**src/rtl/tcb_lib_pkg.sv**
```systemverilog
// Shared types and helpers for the TCB library arbiter: manager index type and the
// rotate-and-priority-encode search used by the grant logic.
package tcb_lib_pkg;

    localparam int unsigned TCB_ARB_MPN_MAX = 16;
    localparam int unsigned TCB_ARB_IDX_MAX_W = 4;

    // Wide enough for the largest supported manager count; instances narrow it.
    typedef logic [TCB_ARB_IDX_MAX_W-1:0] tcb_arb_idx_t;

    typedef struct packed {
        logic         vld;
        tcb_arb_idx_t idx;
    } tcb_arb_sel_t;

    // Index width for a given manager count; a single manager still needs one bit.
    function automatic int unsigned tcb_arb_idx_w(input int unsigned n);
        return (n > 1) ? $clog2(n) : 1;
    endfunction

    // First asserted vld bit at or after ptr, searching upward and wrapping at n-1.
    function automatic tcb_arb_sel_t tcb_arb_rr_pick(
        input logic [TCB_ARB_MPN_MAX-1:0] vld,
        input int unsigned                n,
        input tcb_arb_idx_t               ptr
    );
        tcb_arb_sel_t sel;
        int unsigned  pos;
        sel = '{vld: 1'b0, idx: '0};
        for (int unsigned k = 0; k < TCB_ARB_MPN_MAX; k++) begin
            pos = int'(ptr) + k;
            if (pos >= n) pos = pos - n;
            if (!sel.vld && (k < n) && vld[pos[TCB_ARB_IDX_MAX_W-1:0]]) begin
                sel.vld = 1'b1;
                sel.idx = pos[TCB_ARB_IDX_MAX_W-1:0];
            end
        end
        return sel;
    endfunction

endpackage

```
**src/rtl/tcb_lib_arbiter_grant.sv**
```systemverilog
// Combinational grant selection: lock owner when locked, otherwise the first requester
// at or after the round-robin pointer.
module tcb_lib_arbiter_grant
    import tcb_lib_pkg::*;
#(
    parameter int unsigned MPN = 2,
    parameter int unsigned IW  = 1
) (
    input  logic [MPN-1:0] vld,
    input  logic [IW-1:0]  ptr,
    input  logic           lck,
    input  logic [IW-1:0]  own,
    output logic [IW-1:0]  g,
    output logic           gnt_vld
);

    logic [TCB_ARB_MPN_MAX-1:0] vld_ext;
    tcb_arb_idx_t               ptr_ext;
    tcb_arb_sel_t               sel;

    always_comb begin
        vld_ext = TCB_ARB_MPN_MAX'(vld);
        ptr_ext = tcb_arb_idx_t'(ptr);
        sel     = tcb_arb_rr_pick(vld_ext, MPN, ptr_ext);
        if (lck) begin
            // The owner keeps the subordinate even while idle.
            g       = own;
            gnt_vld = vld_ext[own];
        end else begin
            g       = IW'(sel.idx);
            gnt_vld = sel.vld;
        end
    end

endmodule

```
**src/rtl/tcb_lib_arbiter.sv**
```systemverilog
// Shares one TCB subordinate between MPN managers with lock-aware round-robin grant and
// DLY-deep response routing. Define TCB_LIB_ARBITER_FIXED_PRIORITY_EN for fixed priority.
module tcb_lib_arbiter
    import tcb_lib_pkg::*;
#(
    parameter int unsigned MPN = 2,
    parameter int unsigned AW  = 32,
    parameter int unsigned DW  = 32,
    parameter int unsigned SW  = 8,
    parameter int unsigned BW  = DW / SW,
    parameter int unsigned DLY = 1
) (
    input  logic             clk,
    input  logic             rst,
    input  logic [MPN-1:0]    man_vld,
    input  logic [MPN-1:0]    man_wen,
    input  logic [MPN*AW-1:0] man_adr,
    input  logic [MPN*BW-1:0] man_ben,
    input  logic [MPN*DW-1:0] man_wdt,
    input  logic [MPN-1:0]    man_lck,
    input  logic [MPN-1:0]    man_rpt,
    output logic [MPN-1:0]    man_rdy,
    output logic [MPN*DW-1:0] man_rdt,
    output logic [MPN-1:0]    man_err,
    output logic             sub_vld,
    output logic             sub_wen,
    output logic [AW-1:0]     sub_adr,
    output logic [BW-1:0]     sub_ben,
    output logic [DW-1:0]     sub_wdt,
    output logic             sub_lck,
    output logic             sub_rpt,
    input  logic             sub_rdy,
    input  logic [DW-1:0]     sub_rdt,
    input  logic             sub_err
);

    localparam int unsigned IW = tcb_arb_idx_w(MPN);

    logic [IW-1:0] g;
    logic [IW-1:0] ptr;
    logic [IW-1:0] own_q;
    logic          lck_q;
    logic          gnt_vld;
    logic          trn;
    logic          rte_vld;
    logic [IW-1:0] rte_idx;

    tcb_lib_arbiter_grant #(
        .MPN (MPN),
        .IW  (IW)
    ) u_grant (
        .vld     (man_vld),
        .ptr     (ptr),
        .lck     (lck_q),
        .own     (own_q),
        .g       (g),
        .gnt_vld (gnt_vld)
    );

    assign sub_vld = gnt_vld & ~rst;
    assign trn     = sub_vld & sub_rdy;

    always_comb begin
        sub_wen = 1'b0;
        sub_adr = '0;
        sub_ben = '0;
        sub_wdt = '0;
        sub_lck = 1'b0;
        sub_rpt = 1'b0;
        man_rdy = '0;
        if (sub_vld) begin
            sub_wen    = man_wen[g];
            sub_adr    = man_adr[int'(g)*AW +: AW];
            sub_ben    = man_ben[int'(g)*BW +: BW];
            sub_wdt    = man_wdt[int'(g)*DW +: DW];
            sub_lck    = man_lck[g];
            sub_rpt    = man_rpt[g];
            man_rdy[g] = sub_rdy;
        end
    end

`ifdef TCB_LIB_ARBITER_FIXED_PRIORITY_EN
    assign ptr = '0;
`else
    logic [IW-1:0] ptr_q;

    always_ff @(posedge clk) begin
        if (rst) begin
            ptr_q <= '0;
        end else if (trn) begin
            ptr_q <= (g == IW'(MPN - 1)) ? '0 : g + 1'b1;
        end
    end

    assign ptr = ptr_q;
`endif

    // While locked only the owner can transfer, so any unlocked transfer releases it.
    always_ff @(posedge clk) begin
        if (rst) begin
            lck_q <= 1'b0;
            own_q <= '0;
        end else if (trn) begin
            if (sub_lck) begin
                lck_q <= 1'b1;
                own_q <= g;
            end else if (lck_q) begin
                lck_q <= 1'b0;
            end
        end
    end

    if (DLY == 0) begin : g_rsp_comb
        assign rte_vld = trn;
        assign rte_idx = g;
    end else begin : g_rsp_pipe
        logic [DLY-1:0] pv_q;
        logic [IW-1:0]  pi_q [DLY];

        always_ff @(posedge clk) begin
            if (rst) begin
                pv_q <= '0;
                for (int s = 0; s < DLY; s++) pi_q[s] <= '0;
            end else begin
                for (int s = DLY - 1; s > 0; s--) begin
                    pv_q[s] <= pv_q[s-1];
                    pi_q[s] <= pi_q[s-1];
                end
                pv_q[0] <= trn;
                pi_q[0] <= g;
            end
        end

        assign rte_vld = pv_q[DLY-1];
        assign rte_idx = pi_q[DLY-1];
    end

    always_comb begin
        man_rdt = '0;
        man_err = '0;
        if (rte_vld && !rst) begin
            man_rdt[int'(rte_idx)*DW +: DW] = sub_rdt;
            man_err[rte_idx]                = sub_err;
        end
    end

endmodule

```
**config.mk**
```make
export PLATFORM = sky130hd
export DESIGN_NAME = tcb_lib_arbiter
export DESIGN_NICKNAME = d
export VERILOG_FILES = /design/src/rtl/tcb_lib_pkg.sv /design/src/rtl/tcb_lib_arbiter_grant.sv /design/src/rtl/tcb_lib_arbiter.sv
export SDC_FILE = /design/constraint.sdc
export NUM_CORES = 1
export LEC_CHECK = 0
export BUFFER_PORTS_ARGS = -buffer_cell sky130_fd_sc_hd__buf_2
export CAP_MARGIN = 20
export CORE_AREA = 2 2 124 126
export CTS_CLUSTER_DIAMETER = 200
export DETAILED_ROUTE_END_ITERATION = 16
export DIE_AREA = 0 0 126 128
export GPL_TIMING_DRIVEN = 1
export SLEW_MARGIN = 5
export SYNTH_ARGS = -nofsm -noshare
export SYNTH_HDL_FRONTEND = slang
export SYNTH_SLANG_ARGS = --single-unit
```
**constraint.sdc**
```tcl
create_clock -name clk -period 4.9 [get_ports clk]
set_input_delay 0.98 -clock clk [delete_from_list [all_inputs] [get_ports clk]]
set_output_delay 0.98 -clock clk [all_outputs]
set_load 0.05 [all_outputs]
```
After elaboration in Yosys (flattened, before gate mapping)
Memories as Yosys holds them, arrays and structs flattened.
Index checks and enable logic that the tools add are counted.
{ "totals": {"regBits": 4, "ramBits": 1, "output_inout_bits": 140, "n_memories": 1} }
{ "op_classes": {"n_addsub": 5, "order_cmp": 9, "shifts": 5, "mux": 38, "bitwise": 6, "n_reduce_logical": 8} }
{ "memory_table": {"columns": ["name", "depth", "word_bits", "read_ports", "rd_clocked_by_memory_dff", "write_ports", "line_no", "rtl"], "rows": [
  ["g_rsp_pipe.pi_q", 1, 1, 1, 0, 1, "tcb_lib_arbiter.sv:118", "logic [IW-1:0] pi_q [DLY];"]
]} }
{ "ops": {"columns": ["operator", "n"], "rows": [
  ["64-bit by 7-bit indexed part select with 32-bit output", 2],
  ["64-bit AND", 1],
  ["32-bit two-way mux", 2],
  ["64-bit two-way mux", 1],
  ["32-bit by 34-bit variable shift with 64-bit output, first input constant", 1],
  ["32-bit by 34-bit indexed part select with 64-bit output", 1],
  ["6-bit negator with 34-bit output", 1],
  ["32-bit by 2-bit greater-or-equal comparator with 1-bit output, second input constant", 1],
  ["1-bit two-way mux", 24],
  ["4-bit two-way mux", 3],
  ["4-bit by 5-bit < comparator with 1-bit output, second input constant", 2],
  ["5-bit two-way mux", 2],
  ["1-bit binary-select mux with 4-bit select", 2],
  ["8-bit by 4-bit indexed part select with 4-bit output", 1],
  ["1-bit by 5-bit < comparator with 1-bit output, second input constant", 1],
  ["2-bit AND", 2],
  ["1-bit logical AND", 4],
  ["1-bit by 2-bit < comparator with 1-bit output, second input constant", 2],
  ["2-bit two-way mux", 2],
  ["4-bit by 2-bit subtractor with 4-bit output, second input constant", 1],
  ["1-bit by 2-bit subtractor with 3-bit output, second input constant", 1],
  ["1-bit by 1-bit adder with 2-bit output, second input constant", 1],
  ["1-bit AND", 2],
  ["1-bit demux with 1-bit select", 2],
  ["other kinds (7)", 9]
]} }

Depth between registers and ports, before layout
Gate-level depths: netlist of the first run.
{ "depth": {"depth_word": 15, "depth_mapped": 6} }

Modules after synthesis
A second synthesis of the first run with hierarchy kept.
{ "unflattened": {"cells_unflattened": 261, "hier_area_um2": 1750.4} }
{ "by_module_without_submodules": {"columns": ["module", "n_inst", "cells_each", "area_per_inst_um2", "seq_area_each_um2"], "rows": [
  ["tcb_lib_arbiter", 1, 253, 1710.4, 100.1],
  ["tcb_lib_arbiter_grant", 1, 8, 40.0, 0.0]
]} }

Worst setup path before layout of the first run
OpenSTA, ideal clock, no wires.
{ "synth_timing": {"kind": "input -> output", "startpoint": "input man_vld[0]", "endpoint": "output sub_adr[10]", "arrival_time_ns": 2.596, "t_required_ns": 3.920, "path_slack_ns": 1.324, "cell_stages": 5, "path_cell_list": "nor2b_1 o21ai_1 clkbuf_1 nand2_1 a21oi_1"} }
{ "synth_via": {"elab_chain_len": 9, "elab_cells_between_ends": 15, "cone_classes": "1 x shift; 11 x mux; 1 x bitwise; 2 x reduce/logical"} }
{ "synth_lines": {"columns": ["item", "line_no", "rtl"], "rows": [
  ["start: declaration", "tcb_lib_arbiter.sv:15", "input logic [MPN-1:0] man_vld,"],
  ["1-bit binary-select mux with 4-bit select", "tcb_lib_pkg.sv:33", "if (!sel.vld && (k < n) && vld[pos[TCB_ARB_IDX_MAX_W-1:0]]) begin"],
  ["1-bit two-way mux (not written as such)", "tcb_lib_pkg.sv:33", null],
  ["5-bit two-way mux", "tcb_lib_pkg.sv:33", null],
  ["1-bit logical NOT", "tcb_lib_pkg.sv:33", null],
  ["1-bit logical AND", "tcb_lib_pkg.sv:33", null],
  ["5-bit two-way mux", "tcb_lib_pkg.sv:33", null],
  ["1-bit two-way mux", "tcb_lib_arbiter_grant.sv:25", "if (lck) begin"],
  ["64-bit by 7-bit indexed part select with 32-bit output / 1-bit AND (equally long branches)", "tcb_lib_arbiter.sv:73, tcb_lib_arbiter.sv:60", null],
  ["32-bit two-way mux (*)", "tcb_lib_arbiter.sv:71", "if (sub_vld) begin"],
  ["end: declaration", "tcb_lib_arbiter.sv:27", "output logic [AW-1:0] sub_adr,"]
]} }
Every way passes the cells marked *; elsewhere a longest branch is shown, timed or not. The select of a mux whose other input is x is not followed.

Worst setup path in the final report of the first run
{ "layout_timing": {"startpoint": "input man_vld[0]", "endpoint": "output sub_adr[31]"} }
The elaborated chain is that of the path after synthesis.

==> results.cfg, run 1 <==
[sta]
holdWs_ns = 0.483
fin_ws_ns = 1.26
finalClockSkew_ns = 0.00120
slew_headroom_pct = 42.1
worst_pin_slew_ns = 0.869
slew_viol_final = 0
finalCriticalPeriod_ns = 3.64
rsz0062_at_grt = false
hold_viol = 0
fmaxAchievable_mhz = 275
tns_ns = 0
finalSetupViolCount = 0
period_share_pct = 74.2

[global_routing]
grt_util_all_layers_pct = 9.69
grt_overflow = 0
grt_pass1_wl_mm = 13.0
antenna_found_initial = 2
grt_max_degree = 59
grt_pass1_vias = 2783

[logic_synthesis]
netlist_area_sq_um = 1680
async_flop_share_pct = 0
ys_warn_count = 0
synth_cell_type_count = 24
syn_inst = 338
synth-main-ff-cell = dfxtp_1
ys_top_cells_by_area = nand2_1 (32%), and2_1 (25%), a21oi_1 (21%)
syn_nets = 518
synth.avg_cell_area_sq_um = 4.97
synth_edf_count = 0
yosysMostFrequentCell = nand2_1
ys_seq_elements = 5
synth_commonest_cells = nand2_1 (142), a21oi_1 (72), and2_1 (66)
synth-seq-area-share_pct = 5.96
synth_top_area_share_pct = 31.7
synth_largest_area_cell = nand2_1

[routing]
routed_wl_mm = 8.91
drc = 0
vias = 3218
antenna_left = 0
via_per_inst = 3.89
drt-initial-drc-count = 97
wire_per_inst_um = 10.8
first_pass_iters = 4

[finish]
fill_cells = 1694
fin_util_pct = 23.9
drive_gt1_share_pct = 52.1
area_growth_pct = 111
nets = 818

[setup_path]
crit_path_max_fanout = 58
cp-end-kind = output port
critPathArrivalTime_ns = 2.66
crit_type = in2out
required_ns = 3.92
rr_worst_depth = 5
startpoint_type = primary input

[pwr]
p_clk_share_pct = 22.3
p_switching_uw = 322
peakVddDrop_uv = 76.6
internal-power_uw = 275
pwr-share-comb_pct = 70.3
p_per_area_nw_per_um2 = 168
p_seq_share_pct = 7.4
p_leak_uw = 0.00225
p_sw_share_pct = 53.9

[clock_tree]
postCtsSetupRepairBufs = 0
worstSkewPairLatency_ns = 0.22
cts_hold_buffers = 0
worst_setup_hold_path_clk_slew_ns = 0.03
cts-root-buf = clkbuf_16
ctsResizeCount = 0
cts_buffers = 3
cts_tree = built
clock-sinks = 5
cts_htree_levels = 1
ctsLongestPathBuffers = 2

[placed_design]
gp_congestion = 0.757
place_ws_ns = 1.27
dp_hpwl_mm = 7.43
io_buffers = 319

[floorplan]
num_rows = 45
die_width_um = 126
die_h_um = 128
io_pins = 320
fp.coreArea_sq_um = 14900
initial_utilization_pct = 11.3
dieArea_sq_um = 16100

[run]
cap_violations = 0

[min_path]
hold_path.class = reg2reg
hold_depth = 2

[run_status]
status = finished, final reports clean
-- cell families (layout without fill, tap and decap cells) --
family                 Yosys count  count (layout)  synth area share [%]
flip-flops                       5               5                  5.96
AND/OR/NAND/NOR                220             220                  60.3
AO/OA/AOI/OAI                   78              78                  23.9
multiplexers                     2               2                  1.19
buffers and inverters           33             332                  8.64
other                            0               2                     0
-- cells in the final DEF (no fill, tap or decap) --
cell | synthesis | layout
a21oi_1 | 72 | 72
nor2_1 | 5 | 5
nand2b_1 | 1 | 1
and4_1 | 1 | 1
nor2b_1 | 1 | 1
nor4_1 | 1 | 1
o21ai_4 | 0 | 1
clkbuf_1 | 21 | 1
o21a_2 | 0 | 1
buf_12 | 0 | 2
clkbuf_16 | 0 | 3
and2_1 | 66 | 66
o21ai_0 | 1 | 1
nand2_1 | 142 | 142
a311oi_1 | 1 | 1
clkinv_4 | 1 | 1
dfxtp_1 | 5 | 5
nor3b_2 | 0 | 1
diode_2 | 0 | 2
nand3_1 | 1 | 1
and3b_1 | 1 | 1
mux2i_1 | 2 | 2
a211o_2 | 0 | 1
buf_2 | 7 | 319
inv_1 | 3 | 3
a31oi_1 | 1 | 1
buf_4 | 0 | 3
-- area by class of cell --
type,instances,area [sq um],area share (%)
Antenna cell,2,5.00,0.141
Clock buffer,4,78.8,2.22
Inverter,4,20.0,0.564
Multi-Input combinational cell,300,1450,40.9
Sequential cell,5,100,2.82
Tap cell,188,235,6.62
Timing Repair Buffer,324,1660,46.7
-- worst paths after layout --
kind,start,to,slack (ns)
max,man_vld[0],sub_adr[31],1.26
min,ptr,ptr,0.48
max reg2reg,own_q,own_q,3.03
min reg2reg,ptr,ptr,0.48
-- per-stage QoR --
step	cell area, sq um	cells	power (uW)
after floorplan	1680	338	326
after global placement	3470	821	466
after detailed placement	3470	821	467
after CTS	3550	825	601
after global routing	3550	825	632
final	3550	827	596
-- worst max-delay path: stages --
cell	delay, ns
buf_2	0.09
nor2b_1	0.25
o21a_2	0.44
buf_12	0.30
nand2_1	0.08
a21oi_1	0.18
buf_2	0.30
-- layer usage --
metal | routed length [um] | GRT usage [%]
met1 | 3260 | 10.1
met3 | 815 | 1.63
met4 | 62 | 2.33
met5 | 0 | 0
met2 | 4770 | 19.9
-- registers in the layout, summed over array words and instances (netlist names) --
register and count:
lck_q 1, ptr 1, own_q 1, g_rsp_pipe.pv_q 1, g_rsp_pipe.pi_q 1
-- power by group through the flow --
stage                     Combinational, uW  Clock (uW)  Sequential (uW)
after floorplan                         281           0             44.5
after global placement                  421           0             45.0
after detailed placement                422           0             45.0
after CTS                               422         134             44.5
after global routing                    449         138             44.8
final                                   419         133             44.4
Power figures use the tool's default switching activity.
==> run 2: changes to the inputs <==
--- a/config.mk
+++ b/config.mk
@@ -7,10 +7,10 @@
 export LEC_CHECK = 0
 export BUFFER_PORTS_ARGS = -buffer_cell sky130_fd_sc_hd__buf_2
 export CAP_MARGIN = 20
-export CORE_AREA = 2 2 124 126
+export CORE_AREA = 2 2 125 127
 export CTS_CLUSTER_DIAMETER = 200
 export DETAILED_ROUTE_END_ITERATION = 16
-export DIE_AREA = 0 0 126 128
+export DIE_AREA = 0 0 127 129
 export GPL_TIMING_DRIVEN = 1
 export SLEW_MARGIN = 5
 export SYNTH_ARGS = -nofsm -noshare
==> constraint.sdc (replaced) <==
create_clock -name clk -period 3.5 [get_ports clk]
set_input_delay 0.7 -clock clk [delete_from_list [all_inputs] [get_ports clk]]
set_output_delay 0.7 -clock clk [all_outputs]
set_load 0.05 [all_outputs]
==> results.cfg, run 2 (synthesis gave the netlist of run 1 again) <==
[clock_tree]
ctsLongestPathBuffers = 2
cts_buffers = 3
cts-root-buf = clkbuf_16
worstSkewPairLatency_ns = 0.23
clock-sinks = 5
cts_tree = built
postCtsSetupRepairBufs = 0
cts_hold_buffers = 0
worst_setup_hold_path_clk_slew_ns = 0.03
cts_htree_levels = 1
ctsResizeCount = 0

[setup_path]
r2r_slack_ns = 1.56
cp_slowest_cell = a211o_2
crit_path_max_fanout = 37
cpPeakStageDelay_ns = 0.61
cp_common_cell = buf_2
r2r_start = own_q
critPathArrivalTime_ns = 2.25
startpoint_type = primary input
cp-end-kind = output port
crit_type = in2out
rr_worst_depth = 5
required_ns = 2.80
crit_chain = buf_2 > mux2i_1 > a211o_2 > buf_4 > nor2_1 > buf_2
reg2reg_to = own_q

[run]
cap_violations = 0

[routing]
wire_per_inst_um = 12.2
via_per_inst = 4.00
vias = 3322
antenna_left = 0
first_pass_iters = 5
drc = 0
routed_wl_mm = 10.2
drt-initial-drc-count = 134

[sta]
finalCriticalPeriod_ns = 2.95
fin_ws_ns = 0.548
holdWs_ns = 0.492
period_share_pct = 84.3
slew_headroom_pct = 53.8
slew_viol_final = 0
hold_viol = 0
rsz0062_at_grt = false
finalSetupViolCount = 0
tns_ns = 0
finalClockSkew_ns = 0.00239
worst_pin_slew_ns = 0.693
fmaxAchievable_mhz = 339

[placed_design]
io_buffers = 319
placedInstanceArea_sq_um = 3490
gp_congestion = 0.771
place_ws_ns = 0.518
dp_hpwl_mm = 8.54
dpl.cell_count = 824

[global_routing]
grt_overflow = 0
grt_max_degree = 58
grt_pass1_wl_mm = 13.7
grt_util_all_layers_pct = 10.6
antenna_found_initial = 5
grt_pass1_vias = 2720

[pwr]
p_per_area_nw_per_um2 = 237
p_leak_uw = 0.00226
peakVddDrop_uv = 102

[floorplan]
die_width_um = 127
die_h_um = 129
initial_utilization_pct = 11.2
fp.coreArea_sq_um = 15000
num_rows = 45
io_pins = 320
dieArea_sq_um = 16400

[run_status]
status = finished, final reports clean

[finish]
final_cells = 830
final_cell_mix = buf_2 (319), nand2_1 (142), a21oi_1 (72)
drive_gt1_share_pct = 52.3
final_common_cell = buf_2
area_growth_pct = 113
nets = 821
fill_cells = 1699
stdcell_area_sq_um = 3570

[min_path]
hold_path.class = reg2reg
hold_depth = 2
min_from = ptr
min_to = ptr
-- run 2: how the worst max path moves through the flow --
stage                    start     endpoint  slack [ns]  cells past startpoint
finish              man_vld[0]      sub_lck        0.55                      6
detailed placement  man_vld[0]      sub_lck        0.52                      6
floorplan           man_vld[0]  sub_adr[10]        0.48                      5
global route        man_vld[0]  sub_wdt[12]        0.43                      6
global placement    man_vld[0]      sub_lck        0.53                      6
CTS                 man_vld[0]      sub_lck        0.51                      6
-- run 2: critical path: cells and delay by family --
family                 cells  cell delay [ns]
and+or+nand+nor            1             0.16
AOI/OAI and AO/OA          1             0.61
muxes                      1             0.07
buffers and inverters      3             0.71
-- run 2: routing by layer --
layer,track usage (%),wire (um),up-vias
met1,10.7,3620,1427
li1,-,-,1680
met2,21.6,5460,201
met3,3.12,997,12
met5,0,13,-
met4,1.62,70,2
-- run 2: report_power, final --
| part | leakage [uW] | total, uW | internal, uW | switching, uW |
|---|---|---|---|---|
| clock | 0.0000382 | 190 | 151 | 39.1 |
| combinational | 0.00218 | 596 | 176 | 419 |
| sequential | 0.0000410 | 62.2 | 60.3 | 1.90 |
-- run 2: per-stage QoR --
| stage | total power (uW) | util, % |
|---|---|---|
| floorplan | 456 | - |
| global placement | 658 | 23.3 |
| detailed placement | 661 | 23.3 |
| CTS | 857 | 23.8 |
| global route | 896 | 23.8 |
| finish | 848 | 23.9 |
-- run 2: area by class of cell --
| cell class | count | area, sq um | area share (%) |
|---|---|---|---|
| timing repair buffer | 327 | 1680 | 47.0 |
| multi-input combinational | 300 | 1450 | 40.7 |
| tap | 188 | 235 | 6.58 |
| sequential | 5 | 100 | 2.80 |
| clock buffer | 4 | 78.8 | 2.21 |
| inverter | 4 | 20.0 | 0.560 |
| antenna | 2 | 5.00 | 0.140 |
==> run 3: changes to the inputs <==
--- a/config.mk
+++ b/config.mk
@@ -7,10 +7,10 @@
 export LEC_CHECK = 0
 export BUFFER_PORTS_ARGS = -buffer_cell sky130_fd_sc_hd__buf_2
 export CAP_MARGIN = 20
-export CORE_AREA = 2 2 125 127
+export CORE_AREA = 2 2 123 125
 export CTS_CLUSTER_DIAMETER = 200
 export DETAILED_ROUTE_END_ITERATION = 16
-export DIE_AREA = 0 0 127 129
+export DIE_AREA = 0 0 125 127
 export GPL_TIMING_DRIVEN = 1
 export SLEW_MARGIN = 5
 export SYNTH_ARGS = -nofsm -noshare
==> constraint.sdc (replaced) <==
create_clock -name clk -period 2.4 [get_ports clk]
set_input_delay 0.48 -clock clk [delete_from_list [all_inputs] [get_ports clk]]
set_output_delay 0.48 -clock clk [all_outputs]
set_load 0.05 [all_outputs]
==> results.cfg, run 3 (synthesis gave the netlist of run 1 again) <==
[setup_path]
cp_common_cell = nand2_1
required_ns = 1.92
crit_type = reg2out
critPathArrivalTime_ns = 1.82
cp-end-kind = output port
cpPeakStageDelay_ns = 0.32
startpoint_type = register
r2r_slack_ns = 0.81
crit_path_max_fanout = 49
cp_slowest_cell = dfxtp_1
crit_chain = buf_4 > nand2_1 > o21a_2 > buf_12 > nand2_1 > a21oi_2 > buf_2

[pwr]
p_clk_share_pct = 20.5
internal-power_uw = 610
p_leak_uw = 0.00231
pwr-share-comb_pct = 72.6
p_sw_share_pct = 53.9
p_per_area_nw_per_um2 = 334
peakVddDrop_uv = 131
p_switching_uw = 712
p_seq_share_pct = 6.9

[routing]
antenna_left = 0
routed_wl_mm = 9.96
via_per_inst = 3.97
drt-initial-drc-count = 62
first_pass_iters = 4
drc = 0
vias = 3296
wire_per_inst_um = 12.0

[global_routing]
grt_max_degree = 55
grt_util_all_layers_pct = 11.4
grt_pass1_vias = 3117
antenna_found_initial = 2
grt_overflow = 0
grt_pass1_wl_mm = 15.0

[sta]
slew_headroom_pct = 81.5
tns_ns = 0
fmaxAchievable_mhz = 436
period_share_pct = 95.6
slew_viol_final = 0
finalCriticalPeriod_ns = 2.30
finalSetupViolCount = 0
finalClockSkew_ns = 0.000650
rsz0062_at_grt = false
hold_viol = 0
worst_pin_slew_ns = 0.279

[clock_tree]
worstSkewPairLatency_ns = 0.23
clock-sinks = 5
cts_buffers = 3
cts_tree = built
worst_setup_hold_path_clk_slew_ns = 0.03
cts_htree_levels = 1
cts-root-buf = clkbuf_16
cts_hold_buffers = 0
postCtsSetupRepairBufs = 0
ctsLongestPathBuffers = 2

[floorplan]
die_width_um = 125
dieArea_sq_um = 15900
io_pins = 320
fp.coreArea_sq_um = 14400
initial_utilization_pct = 11.6
die_h_um = 127
num_rows = 44

[finish]
fill_cells = 1642
stdcell_area_sq_um = 3960
drive_gt1_share_pct = 63.2
area_growth_pct = 136
final_common_cell = buf_2
final_cell_mix = buf_2 (312), nand2_1 (142), a21oi_2 (66), and2_1 (66)
nets = 827

[run]
cap_violations = 0

[placed_design]
gp_congestion = 0.753
placedInstanceArea_sq_um = 3860
dp_hpwl_mm = 8.47
io_buffers = 319

[run_status]
status = finished, final reports clean

[min_path]
hold_path.class = reg2reg
## run 3: changes by cell type in the layout (fill, tap and decap cells not counted), moves of 2 or more
cell / before / now
buf_4: 6 / 8
clkbuf_4: 0 / 5
buf_2: 319 / 312
a21oi_1: 72 / 6
a21oi_2: 0 / 66
buf_12: 2 / 8
## run 3: critical path: cells and delay by family, from the launching register on
family | cells | cell delay, ns
DFF | 1 | 0.32
buffers and inverters | 3 | 0.64
and+or+nand+nor | 2 | 0.24
AOI/OAI and AO/OA | 2 | 0.36
## run 3: path summary, 6_finish.rpt
kind              cells after the start  startpoint          end
hold / removal                        2         ptr          ptr
setup reg to reg                      6       lck_q        lck_q
setup / recovery                      7       own_q  sub_adr[21]
hold reg to reg                       2         ptr          ptr
## run 3: layer usage
metal,track usage [%],share of wire [%],routed length [um]
met1,11.7,36,3630
met2,23.1,54,5400
met3,2.68,8.2,815
met4,2.81,1.0,103
met5,0,0.11,11
## run 3: repair_timing
action	in CTS	in global routing
resized for setup	0	8
endpoints found under the setup margin	0	50
endpoints found under the hold margin	0	0
## run 3: power groups by stage
| stage | combinational [uW] | clock (uW) | sequential [uW] |
|---|---|---|---|
| 6_report | 960 | 272 | 91.1 |
| 5_1_grt | 1020 | 280 | 92.0 |
| 4_1_cts | 963 | 277 | 91.2 |
| 3_5_place_dp | 961 | 0 | 92.4 |
| 3_3_place_gp | 957 | 0 | 92.5 |
| 2_1_floorplan | 634 | 0 | 90.8 |
## run 3: layout make-up
type	count	area (sq um)	area share [%]
antenna	1	2.50	0.0632
clock buffer	4	78.8	1.99
inverter	4	20.0	0.505
multi-input combinational	300	1710	43.2
sequential	5	100	2.53
tap	184	230	5.81
timing repair buffer	333	1820	45.9
## run 3: stage by stage
| step | cells | util (%) | power, uW | hold slack, ns | setup WS [ns] |
|---|---|---|---|---|---|
| finish | 831 | 27.5 | 1320 | 0.491 | 0.105 |
| global placement | 826 | 26.8 | 1050 | 0.482 | 0.0605 |
| detailed placement | 826 | 26.8 | 1050 | 0.481 | 0.0173 |
| CTS | 830 | 27.3 | 1330 | 0.485 | 0.00811 |
| global route | 830 | 27.5 | 1400 | 0.546 | 0.00171 |
| floorplan | 338 | - | 725 | 0.448 | -0.0950 |
